$ cat src/rtl/prco_fetch_if.sv
// Instruction-memory port of the PRCO fetch stage.
// The fetch stage owns the request side; memory owns the data/valid side.
interface prco_fetch_if;
  logic [15:0] q_imem_addr;
  logic        q_imem_rd;
  logic [15:0] i_imem_data;
  logic        i_imem_valid;

  modport master (output q_imem_addr, q_imem_rd, input i_imem_data, i_imem_valid);
  modport slave  (input q_imem_addr, q_imem_rd, output i_imem_data, i_imem_valid);
endinterface

$ cat src/rtl/prco_fetch.sv
// PRCO instruction fetch: PC, imem request handshake, one-cycle q_ce strobe to decoder.
// Define PRCO_FETCH_PREFETCH_EN to add a one-word prefetch buffer.
//
// state   | meaning
// IDLE    | waiting for i_fetch / pending (or a buffered word to hand out)
// REQ     | drive q_imem_rd for f_pc (held here while i_en is low)
// WAIT    | request outstanding, waiting for i_imem_valid
// ISSUE   | captured word held because i_en was low at capture
// HALT    | absorbing; only reset leaves
module prco_fetch #(
  parameter logic [15:0] RESET_PC = 16'h0000
) (
  input  logic              i_clk,
  input  logic              i_reset,
  prco_fetch_if.master      imem,
  input  logic              i_en,
  input  logic              i_fetch,
  input  logic              i_halt,
  input  logic              i_jmp_en,
  input  logic [15:0]       i_jmp_addr,
  output logic              q_ce,
  output logic [15:0]       q_instr,
  output logic [15:0]       q_pc,
  output logic              q_halted
);

`ifdef PRCO_FETCH_PREFETCH_EN
  localparam bit PF_EN = 1'b1;
`else
  localparam bit PF_EN = 1'b0;
`endif

  typedef enum logic [2:0] {S_IDLE, S_REQ, S_WAIT, S_ISSUE, S_HALT} state_t;

  state_t      state_q, state_d;
  logic [15:0] f_pc_q, f_pc_d;
  logic [15:0] addr_q, addr_d;
  logic        pend_q, pend_d;
  logic        drop_q, drop_d;
  logic        pf_q, pf_d;
  logic [15:0] word_q, word_d;
  logic        ce_q, ce_d;
  logic [15:0] instr_q, instr_d;
  logic [15:0] pc_q, pc_d;
  logic        buf_v_q, buf_v_d;
  logic [15:0] buf_q, buf_d;
  logic [15:0] buf_pc_q, buf_pc_d;

  always_ff @(posedge i_clk or negedge i_reset) begin
    if (!i_reset) begin
      state_q  <= S_REQ;
      f_pc_q   <= RESET_PC;
      addr_q   <= RESET_PC;
      pend_q   <= 1'b0;
      drop_q   <= 1'b0;
      pf_q     <= 1'b0;
      word_q   <= 16'h0000;
      ce_q     <= 1'b0;
      instr_q  <= 16'h0000;
      pc_q     <= RESET_PC;
      buf_v_q  <= 1'b0;
      buf_q    <= 16'h0000;
      buf_pc_q <= RESET_PC;
    end else begin
      state_q  <= state_d;
      f_pc_q   <= f_pc_d;
      addr_q   <= addr_d;
      pend_q   <= pend_d;
      drop_q   <= drop_d;
      pf_q     <= pf_d;
      word_q   <= word_d;
      ce_q     <= ce_d;
      instr_q  <= instr_d;
      pc_q     <= pc_d;
      buf_v_q  <= buf_v_d;
      buf_q    <= buf_d;
      buf_pc_q <= buf_pc_d;
    end
  end

  always_comb begin
    state_d  = state_q;
    f_pc_d   = f_pc_q;
    addr_d   = addr_q;
    pend_d   = pend_q;
    drop_d   = drop_q;
    pf_d     = pf_q;
    word_d   = word_q;
    ce_d     = 1'b0;
    instr_d  = instr_q;
    pc_d     = pc_q;
    buf_v_d  = buf_v_q;
    buf_d    = buf_q;
    buf_pc_d = buf_pc_q;

    if (i_halt) begin
      state_d = S_HALT;
      buf_v_d = 1'b0;
    end else begin
      if (state_q != S_IDLE && state_q != S_HALT && i_fetch)
        pend_d = 1'b1;
      if (state_q != S_HALT && i_jmp_en) begin
        f_pc_d  = i_jmp_addr;
        buf_v_d = 1'b0;
      end
      case (state_q)
        S_IDLE: begin
          if (i_jmp_en) begin
            if (i_fetch) pend_d = 1'b1;
          end else if ((i_fetch || pend_q) && i_en) begin
            pend_d  = 1'b0;
            state_d = S_REQ;
            pf_d    = 1'b0;
            if (PF_EN && buf_v_q) begin
              // hand out the buffered word now and refill behind it
              ce_d    = 1'b1;
              instr_d = buf_q;
              pc_d    = buf_pc_q;
              buf_v_d = 1'b0;
              pf_d    = 1'b1;
            end
          end else if (i_fetch) begin
            pend_d = 1'b1;
          end
        end
        S_REQ: begin
          if (i_en) begin
            addr_d  = f_pc_q;
            state_d = S_WAIT;
            if (i_jmp_en) drop_d = 1'b1;
          end
        end
        S_WAIT: begin
          if (imem.i_imem_valid) begin
            if (drop_q || i_jmp_en) begin
              drop_d  = 1'b0;
              state_d = S_REQ;
            end else begin
              f_pc_d = f_pc_q + 16'd1;
              if (pf_q) begin
                buf_d    = imem.i_imem_data;
                buf_pc_d = addr_q;
                buf_v_d  = 1'b1;
                state_d  = S_IDLE;
              end else if (i_en) begin
                // issue straight from the bus so q_ce lands one cycle after valid
                ce_d    = 1'b1;
                instr_d = imem.i_imem_data;
                pc_d    = addr_q;
                state_d = PF_EN ? S_REQ : S_IDLE;
                pf_d    = PF_EN;
              end else begin
                word_d  = imem.i_imem_data;
                state_d = S_ISSUE;
              end
            end
          end else if (i_jmp_en) begin
            drop_d = 1'b1;
          end
        end
        S_ISSUE: begin
          if (i_jmp_en) begin
            state_d = S_REQ;
            pf_d    = 1'b0;
          end else if (i_en) begin
            ce_d    = 1'b1;
            instr_d = word_q;
            pc_d    = addr_q;
            state_d = PF_EN ? S_REQ : S_IDLE;
            pf_d    = PF_EN;
          end
        end
        default: state_d = S_HALT;
      endcase
    end
  end

  // reset holds state at REQ, so the read strobe is masked while reset is low
  assign imem.q_imem_rd   = (state_q == S_REQ) && i_en && i_reset;
  assign imem.q_imem_addr = (state_q == S_REQ) ? f_pc_q : addr_q;
  assign q_ce             = ce_q;
  assign q_instr          = instr_q;
  assign q_pc             = pc_q;
  assign q_halted         = (state_q == S_HALT);

endmodule

$ cat src/flat_wrapper.sv
// flat-port wrapper written by rule: the top's interface ports become plain ports
module prco_fetch_flat 
#(
  parameter logic [15:0] RESET_PC = 16'h0000
)
  (i_clk, i_reset, i_en, i_fetch, i_halt, i_jmp_en, i_jmp_addr, q_ce, q_instr, q_pc, q_halted, imem_q_imem_addr, imem_q_imem_rd, imem_i_imem_data, imem_i_imem_valid);
  prco_fetch_if imem_i ();
  input  logic i_clk;
  input  logic i_reset;
  input  logic i_en;
  input  logic i_fetch;
  input  logic i_halt;
  input  logic i_jmp_en;
  input  logic [15:0] i_jmp_addr;
  output logic q_ce;
  output logic [15:0] q_instr;
  output logic [15:0] q_pc;
  output logic q_halted;
  output wire logic [$bits(imem_i.q_imem_addr)-1:0] imem_q_imem_addr;
  output wire logic [$bits(imem_i.q_imem_rd)-1:0] imem_q_imem_rd;
  input wire logic [$bits(imem_i.i_imem_data)-1:0] imem_i_imem_data;
  input wire logic [$bits(imem_i.i_imem_valid)-1:0] imem_i_imem_valid;
  assign imem_q_imem_addr = imem_i.q_imem_addr;
  assign imem_q_imem_rd = imem_i.q_imem_rd;
  assign imem_i.i_imem_data = imem_i_imem_data;
  assign imem_i.i_imem_valid = imem_i_imem_valid;
  prco_fetch #(.RESET_PC(RESET_PC)) u_core (.i_clk(i_clk), .i_reset(i_reset), .imem(imem_i), .i_en(i_en), .i_fetch(i_fetch), .i_halt(i_halt), .i_jmp_en(i_jmp_en), .i_jmp_addr(i_jmp_addr), .q_ce(q_ce), .q_instr(q_instr), .q_pc(q_pc), .q_halted(q_halted));
endmodule
$ cat config.mk
export PLATFORM = sky130hd
export DESIGN_NAME = prco_fetch_flat
export DESIGN_NICKNAME = d
export VERILOG_FILES = /design/src/rtl/prco_fetch_if.sv /design/src/rtl/prco_fetch.sv /design/src/flat_wrapper.sv
export SDC_FILE = /design/constraint.sdc
export NUM_CORES = 1
export LEC_CHECK = 0
export BUFFER_PORTS_ARGS = -buffer_cell sky130_fd_sc_hd__buf_2
export CAP_MARGIN = 10
export CORE_MARGIN = 5
export CORE_UTILIZATION = 45
export CTS_CLUSTER_SIZE = 40
export DETAILED_ROUTE_END_ITERATION = 10
export PLACE_DENSITY = 0.67
export SYNTH_ARGS = -nofsm -noshare
export SYNTH_HDL_FRONTEND = slang
export SYNTH_SLANG_ARGS = --single-unit
$ cat constraint.sdc
create_clock -name i_clk -period 4.85 [get_ports i_clk]
set_input_delay 0.97 -clock i_clk [delete_from_list [all_inputs] [get_ports i_clk]]
set_output_delay 0.97 -clock i_clk [all_outputs]
set_load 0.02 [all_outputs]
# Word-level counts from Yosys, hierarchy flattened
# Cells that the tools add are included.
# W data, S select, Z words.
# word_totals
register_bits	87
input_bits	39
# classes
addsub	1
eq_ne	21
n_mux	54
n_bitwise	4
n_reduce_logical	20
# op_table
cell	n
$mux W16	16
$pmux W16 S2	2
$mux W3	9
$mux W1	22
$add A16 B1 Y16 const B	1
$ne A2 B2 Y1 const B	8
$ne A3 B3 Y1 const B	5
$pmux W3 S4	1
$reduce_and A6 Y1	2
$reduce_and A8 Y1	1
$reduce_and A7 Y1	1
$eq A3 B2 Y1 const B	2
$logic_and A1 B1 Y1	6
$ne A3 B2 Y1 const B	2
$reduce_bool A3 Y1	2
$reduce_and A5 Y1	1
$ne A4 B4 Y1 const B	1
$not A1 Y1	4
$pmux W1 S2	2
$reduce_and A4 Y1	1
$reduce_bool A2 Y1	2
$eq A3 B1 Y1 const B	1
$eq A3 B3 Y1 const B	1
$logic_not A3 Y1	1
other kinds (5)	6

# Logic depth before layout (Yosys ltp)
# Gate-level depths: netlist of run 1.
# depth
word_depth	8
depth_mapped	7
mapped_depth_nobuf	5

# Worst setup path after synthesis of run 1
# Ideal clock, no wire load.
# synth_timing
path_type	in2out
start	input port i_en
end	output port imem_q_imem_rd
arrival_ns	1.531
required_ns	3.880
setup_slack_ns	2.349
cell_stages	2
cell_sequence	clkbuf_1 -> and3_1
# synth_via
elab_chain_len	2
# synth_lines
item	line	text
start, declared	flat_wrapper.sv:10	input logic i_en;
$logic_and A1 B1 Y1 (2 in a row)	prco_fetch.sv:179	assign imem.q_imem_rd = (state_q == S_REQ) && i_en && i_reset;
end, declared	flat_wrapper.sv:20	output wire logic [$bits(imem_i.q_imem_rd)-1:0] imem_q_imem_rd;
# No other way between the ends.

# Worst setup path in the final report of run 1
# layout_timing
start	register u_core.state_q[0]
end	output port imem_q_imem_addr[14]
# layout_via
elab_chain_len	2
# layout_lines
item	line	text
start, declared	prco_fetch.sv:35	state_t state_q, state_d;
start signal, assigned	prco_fetch.sv:65	state_q <= state_d;
$eq A3 B1 Y1	prco_fetch.sv:180	assign imem.q_imem_addr = (state_q == S_REQ) ? f_pc_q : addr_q;
$mux W16	prco_fetch.sv:180	
end, declared	flat_wrapper.sv:19	output wire logic [$bits(imem_i.q_imem_addr)-1:0] imem_q_imem_addr;
# No other way between the ends.

==> results.json, run 1 <==
{
  "h-tree-depth": 3,
  "io_pins": 90,
  "synth_area_um2": 4450,
  "rrSetupSlack_ns": 1.98,
  "postRouteAntennaNets": 0,
  "cp_max_fo": 18,
  "placed_area_um2": 4910,
  "wirelength_um": 9890,
  "worstMarginPinSlew_ns": 1.04,
  "cts_tree": "yes",
  "dp_hpwl_um": 6940,
  "syn-instance-count": 334,
  "cts-resized-gates": 0,
  "clkSlewWorstSetupHoldPaths_ns": 0.09,
  "reg2regPathDepth": 5,
  "ys_top_cells_by_area": "dfrtp_1 (48%), mux2_2 (14%), mux2_4 (13%)",
  "fillers": 901,
  "dr.pass1.iters": 4,
  "critPathArrivalTime_ns": 2.37,
  "status": "finished, final reports clean",
  "antenna_found_initial": 0,
  "clkLatencyLatePin_ns": 0.35,
  "grt_pass1_wl_um": 15900,
  "hp-start": "u_core.q_pc[13]$_DFFE_PN0P_",
  "cts_max_path_buffers": 2,
  "postCtsHoldBufs": 0,
  "cts.sinks": 86,
  "cellPowerDensity_nw_per_um2": 272,
  "drv_cap": 0,
  "total_power_mw": 1.39,
  "initial_core_util": 0.458,
  "startpoint": "u_core.state_q[0]$_DFFE_PN1P_",
  "hp-class": "flip-flop to flip-flop",
  "timing.rr.start": "u_core.state_q[0]$_DFFE_PN1P_",
  "drc": 0,
  "vias": 3009,
  "drive_gt1_frac": 0.508,
  "gp_congestion": 0.862,
  "post_synth.cell_area_avg_um2": 13.3,
  "vias_per_cell": 5.43,
  "cp-start-kind": "flip-flop",
  "min_period_ns": 3.34,
  "maxSlewViolCount": 0,
  "track_usage": 0.172,
  "placedCellCount": 539,
  "synth.distinct_cells": 57,
  "cts_setup_buffers": 0,
  "die_h_um": 109,
  "final_nets": 457,
  "critical_path_class": "flip-flop to primary output",
  "ys_ff_latch": 86,
  "drt_iter0_markers": 132,
  "die-width_um": 109,
  "rsz0062_at_grt": "no",
  "async_reset_ff_frac": 1.00,
  "ys.flop_type": "dfrtp_1",
  "p_leak_nw": 2.55,
  "final_cells": 554,
  "grt_max_degree": 50,
  "first_global_vias": 3076,
  "final.setup.tns_ns": 0,
  "rr_endpoint": "u_core.q_pc[15]$_DFFE_PN0P_",
  "setup_viol": 0,
  "hold_viol_final": 0,
  "crit_path_end": "imem_q_imem_addr[14]",
  "synth_most_common_cell": "dfrtp_1",
  "postLayoutCellArea_um2": 5120,
  "synth_commonest_cells": "dfrtp_1 (85), mux2_2 (55), mux2_4 (39), nor2_1 (12)",
  "synthToLayoutAreaGrowth_pct": 15.0,
  "core_um2": 9730,
  "cts_buffers": 9,
  "ir_drop_mv": 0.179,
  "synth_top_area_frac": 0.478,
  "cp.required_ns": 3.88,
  "wl_per_cell_um": 17.9,
  "grt_overflow": 0,
  "slew_headroom": 0.304,
  "io_buffers": 89,
  "num_antenna_cells": 0,
  "ctsRootBufferMaster": "clkbuf_8",
  "seq_area_frac_synth": 0.483,
  "max_freq_ghz": 0.299,
  "syn_nets": 374,
  "synth-edff-count": 0,
  "die_area_um2": 12000,
  "yosysWarnings": 0,
  "synth_top_area_cell": "dfrtp_1",
  "rows": 36,
  "fin_worst_skew_ns": 0.0135,
  "worst_setup_path_end_kind": "primary output",
  "fin_crit_sh": 0.689
}
-- metal layers --
metal  routed length, um  share of wire  GRT usage  up-vias
met5                   0              0          0        -
li1                    -              -          -     1406
met2                4750           0.48      0.266       73
met3                 430          0.043     0.0364       16
met4                 238          0.024     0.0650        0
met1                4480           0.45      0.238     1514
-- stage by stage --
step,utilization,worst slack (ns),hold WS [ns]
finish,0.526,1.51,0.507
global route,0.526,1.39,0.529
CTS,0.526,1.48,0.512
detailed placement,0.505,1.48,0.491
global placement,0.505,1.52,0.486
floorplan,-,2.35,0.471
-- cell type report --
cell class	count	area, um^2	share of cell area
clock buffer	10	128	0.0249
timing repair buffer	91	463	0.0904
clock inverter	5	83.8	0.0164
sequential	86	2150	0.420
tap	133	166	0.0325
inverter	11	41.3	0.00806
multi-input combinational	218	2090	0.407
-- worst max-delay path, stage by stage (launching register included) --
cell and delay (ns):
dfstp_2 0.65, and3_1 0.79, mux2_2 0.42, buf_2 0.16
-- worst min-delay path by stage --
stage	slack, ns	depth (start not counted)	to
4_1_cts	0.51	1	u_core.q_pc[12]$_DFFE_PN0P_
3_5_place_dp	0.49	1	u_core.word_q[4]$_DFFE_PN0P_
5_1_grt	0.53	1	u_core.q_pc[10]$_DFFE_PN0P_
2_1_floorplan	0.47	1	u_core.addr_q[13]$_DFFE_PN0P_
6_report	0.51	1	u_core.q_pc[13]$_DFFE_PN0P_
3_3_place_gp	0.49	1	u_core.word_q[13]$_DFFE_PN0P_
-- placed cells by master, fill, tap and decap left out, types with 3 or more instances in the layout --
cell and count:
nor3_1 10, nand2_1 10, buf_4 3, o2bb2ai_1 3, o22ai_1 3, mux2_4 39
nand4_1 7, a211oi_1 6, dfrtp_1 85, buf_2 88, a311oi_1 3, nand3_1 3
mux2_2 55, and3_1 5, clkbuf_8 9, nor2_1 12, a2bb2oi_1 4, o22a_1 3
inv_1 10, mux2i_1 3, a21oi_1 9
-- sequential cells by signal (all words and copies together), names as in the netlist --
signal,cells
u_core.addr_q,16
u_core.drop_q,1
u_core.f_pc_q,16
u_core.pend_q,1
u_core.q_ce,1
u_core.q_instr,16
u_core.q_pc,16
u_core.state_q,3
u_core.word_q,16
-- power by group --
group / switching [mW] / total, mW / leakage, nW / internal [mW]
Sequential: 0.0246 / 0.756 / 1.15 / 0.731
Combinational: 0.0508 / 0.0892 / 1.30 / 0.0384
Clock: 0.260 / 0.550 / 0.0990 / 0.290
Total: 0.335 / 1.39 / 2.55 / 1.06
-- logic make-up after synthesis --
family / synth area share
flops: 0.483
buf+inv: 0.0483
compound gates: 0.0787
fa+ha+maj: 0.00281
simple gates: 0.104
mux: 0.282
No activity file was read; power rests on OpenSTA's default activity.
==> run 2, diff against run 1 <==
PLACE_DENSITY = 0.7   (was 0.67)
clock period = 2.7 ns   (was 4.85 ns; I/O delays follow)
==> run 2 against run 1 <==
Compared with the run above: sequential power is 80% higher; setup slack worse by 1.3 ns; register-to-register slack worse by 1.6 ns; cell area is 2.2% higher; hold slack worse by 0.39 ns; cell count is 1.8% higher; critical path depth is 2 higher; clock power is 85% higher; critical path type unchanged.
==> results.json, run 2 (same netlist as run 1, synthesis figures left out) <==
{
  "first_global_vias": 3187,
  "grt_max_degree": 56,
  "ctsRootBufferMaster": "clkbuf_8",
  "worstMarginPinSlew_ns": 0.676,
  "final_util": 0.538,
  "cp.required_ns": 2.16,
  "initial_core_util": 0.458,
  "drt_iter0_markers": 203,
  "max_freq_ghz": 0.395,
  "rrSetupSlack_ns": 0.41,
  "drv_cap": 0,
  "antenna_found_initial": 0,
  "die-width_um": 109,
  "grt_overflow": 0,
  "clkSlewWorstSetupHoldPaths_ns": 0.08,
  "num_antenna_cells": 0,
  "track_usage": 0.175,
  "rr_endpoint": "u_core.q_instr[12]$_DFFE_PN0P_",
  "io_pins": 90,
  "maxSlewViolCount": 0,
  "io_buffers": 89,
  "setup_viol": 0,
  "hp-class": "input pin to async pin",
  "fin_ws_ns": 0.167,
  "placed_area_um2": 5010,
  "gp_congestion": 0.879,
  "slew_headroom": 0.549,
  "cts_setup_buffers": 0,
  "cts_max_path_buffers": 2,
  "vias": 3076,
  "synthToLayoutAreaGrowth_pct": 17.5,
  "total_power_mw": 2.54,
  "timing.rr.start": "u_core.state_q[1]$_DFFE_PN0P_",
  "cts_tree": "yes",
  "cp-start-kind": "flip-flop",
  "cts.sinks": 86,
  "postCtsHoldBufs": 0,
  "p_leak_nw": 2.61,
  "drive_gt1_frac": 0.520,
  "fin_worst_skew_ns": 0.00564,
  "core_um2": 9730,
  "wirelength_um": 10000,
  "final_cell_mix": "buf_2 (88), dfrtp_1 (85), mux2_2 (55), mux2_4 (39), nor2_1 (12)",
  "post-place-ws_ns": 0.351,
  "drc": 0,
  "rsz0062_at_grt": "no",
  "dp_hpwl_um": 7260,
  "postRouteAntennaNets": 0,
  "h-tree-depth": 3,
  "min_period_ns": 2.53,
  "cellPowerDensity_nw_per_um2": 485,
  "cts-resized-gates": 0,
  "layout_commonest_cell": "buf_2",
  "die_area_um2": 12000,
  "final_nets": 467,
  "hold_viol_final": 0,
  "die_h_um": 109,
  "reg2regPathDepth": 5,
  "wl_per_cell_um": 17.8,
  "critPathArrivalTime_ns": 1.99,
  "status": "finished, final reports clean",
  "final.setup.tns_ns": 0,
  "postLayoutCellArea_um2": 5230,
  "cp_max_fo": 12,
  "critical_path_class": "flip-flop to primary output",
  "rows": 36,
  "worst_setup_path_end_kind": "primary output",
  "clkLatencyLatePin_ns": 0.35,
  "dr.pass1.iters": 4,
  "ir_drop_mv": 0.317,
  "vias_per_cell": 5.45,
  "cts_buffers": 9,
  "grt_pass1_wl_um": 16300,
  "fin_crit_sh": 0.938
}
run 2: cell types whose count changed in the layout (fill, tap and decap cells not counted), sizes merged:
cell,previous run,this run
buf,91,101
clkbuf,10,12
clkinvlp,2,1
inv,12,11
run 2: worst max path at each step:
stage	startpoint	slack, ns	end
after floorplan	i_jmp_en	0.65	u_core.word_q[0]$_DFFE_PN0P_
after global placement	i_jmp_en	0.39	u_core.q_instr[9]$_DFFE_PN0P_
after detailed placement	i_jmp_en	0.35	u_core.q_instr[13]$_DFFE_PN0P_
after CTS	u_core.state_q[1]$_DFFE_PN0P_	0.17	imem_q_imem_addr[9]
after global routing	u_core.state_q[1]$_DFFE_PN0P_	0.1	imem_q_imem_addr[9]
final	u_core.state_q[1]$_DFFE_PN0P_	0.17	imem_q_imem_addr[5]
run 2: routing by layer:
layer | track usage | vias to the layer above | wire length [um]
met1 | 0.239 | 1548 | 4560
met2 | 0.273 | 85 | 4830
li1 | - | 1432 | -
met4 | 0.0588 | 0 | 163
met5 | 0 | - | 0
met3 | 0.0440 | 11 | 477
run 2: worst max-delay path: stages, from the launching register on:
cell,delay (ns)
dfrtp_1,0.53
inv_1,0.17
and3_1,0.20
buf_4,0.21
mux2_2,0.37
buf_2,0.16
run 2: final cells by class:
cell class / count / area [um^2]
clock buffers: 12 / 155
clock inverters: 3 / 67.6
fillers: 861 / 4500
inverters: 11 / 41.3
multi-input cells: 218 / 2090
flip-flops and latches: 86 / 2150
well taps: 133 / 166
repair buffers: 101 / 563
run 2: through the flow:
| stage | instances | hold WS, ns |
|---|---|---|
| after global routing | 564 | 0.131 |
| after floorplan | 334 | 0.244 |
| final | 564 | 0.115 |
| after global placement | 549 | 0.485 |
| after detailed placement | 549 | 0.491 |
| after CTS | 564 | 0.119 |
run 2: report_power, final:
| group | internal [mW] | switching (mW) |
|---|---|---|
| Combinational | 0.0719 | 0.0920 |
| Clock | 0.568 | 0.450 |
| Sequential | 1.31 | 0.0443 |
| Total | 1.95 | 0.586 |
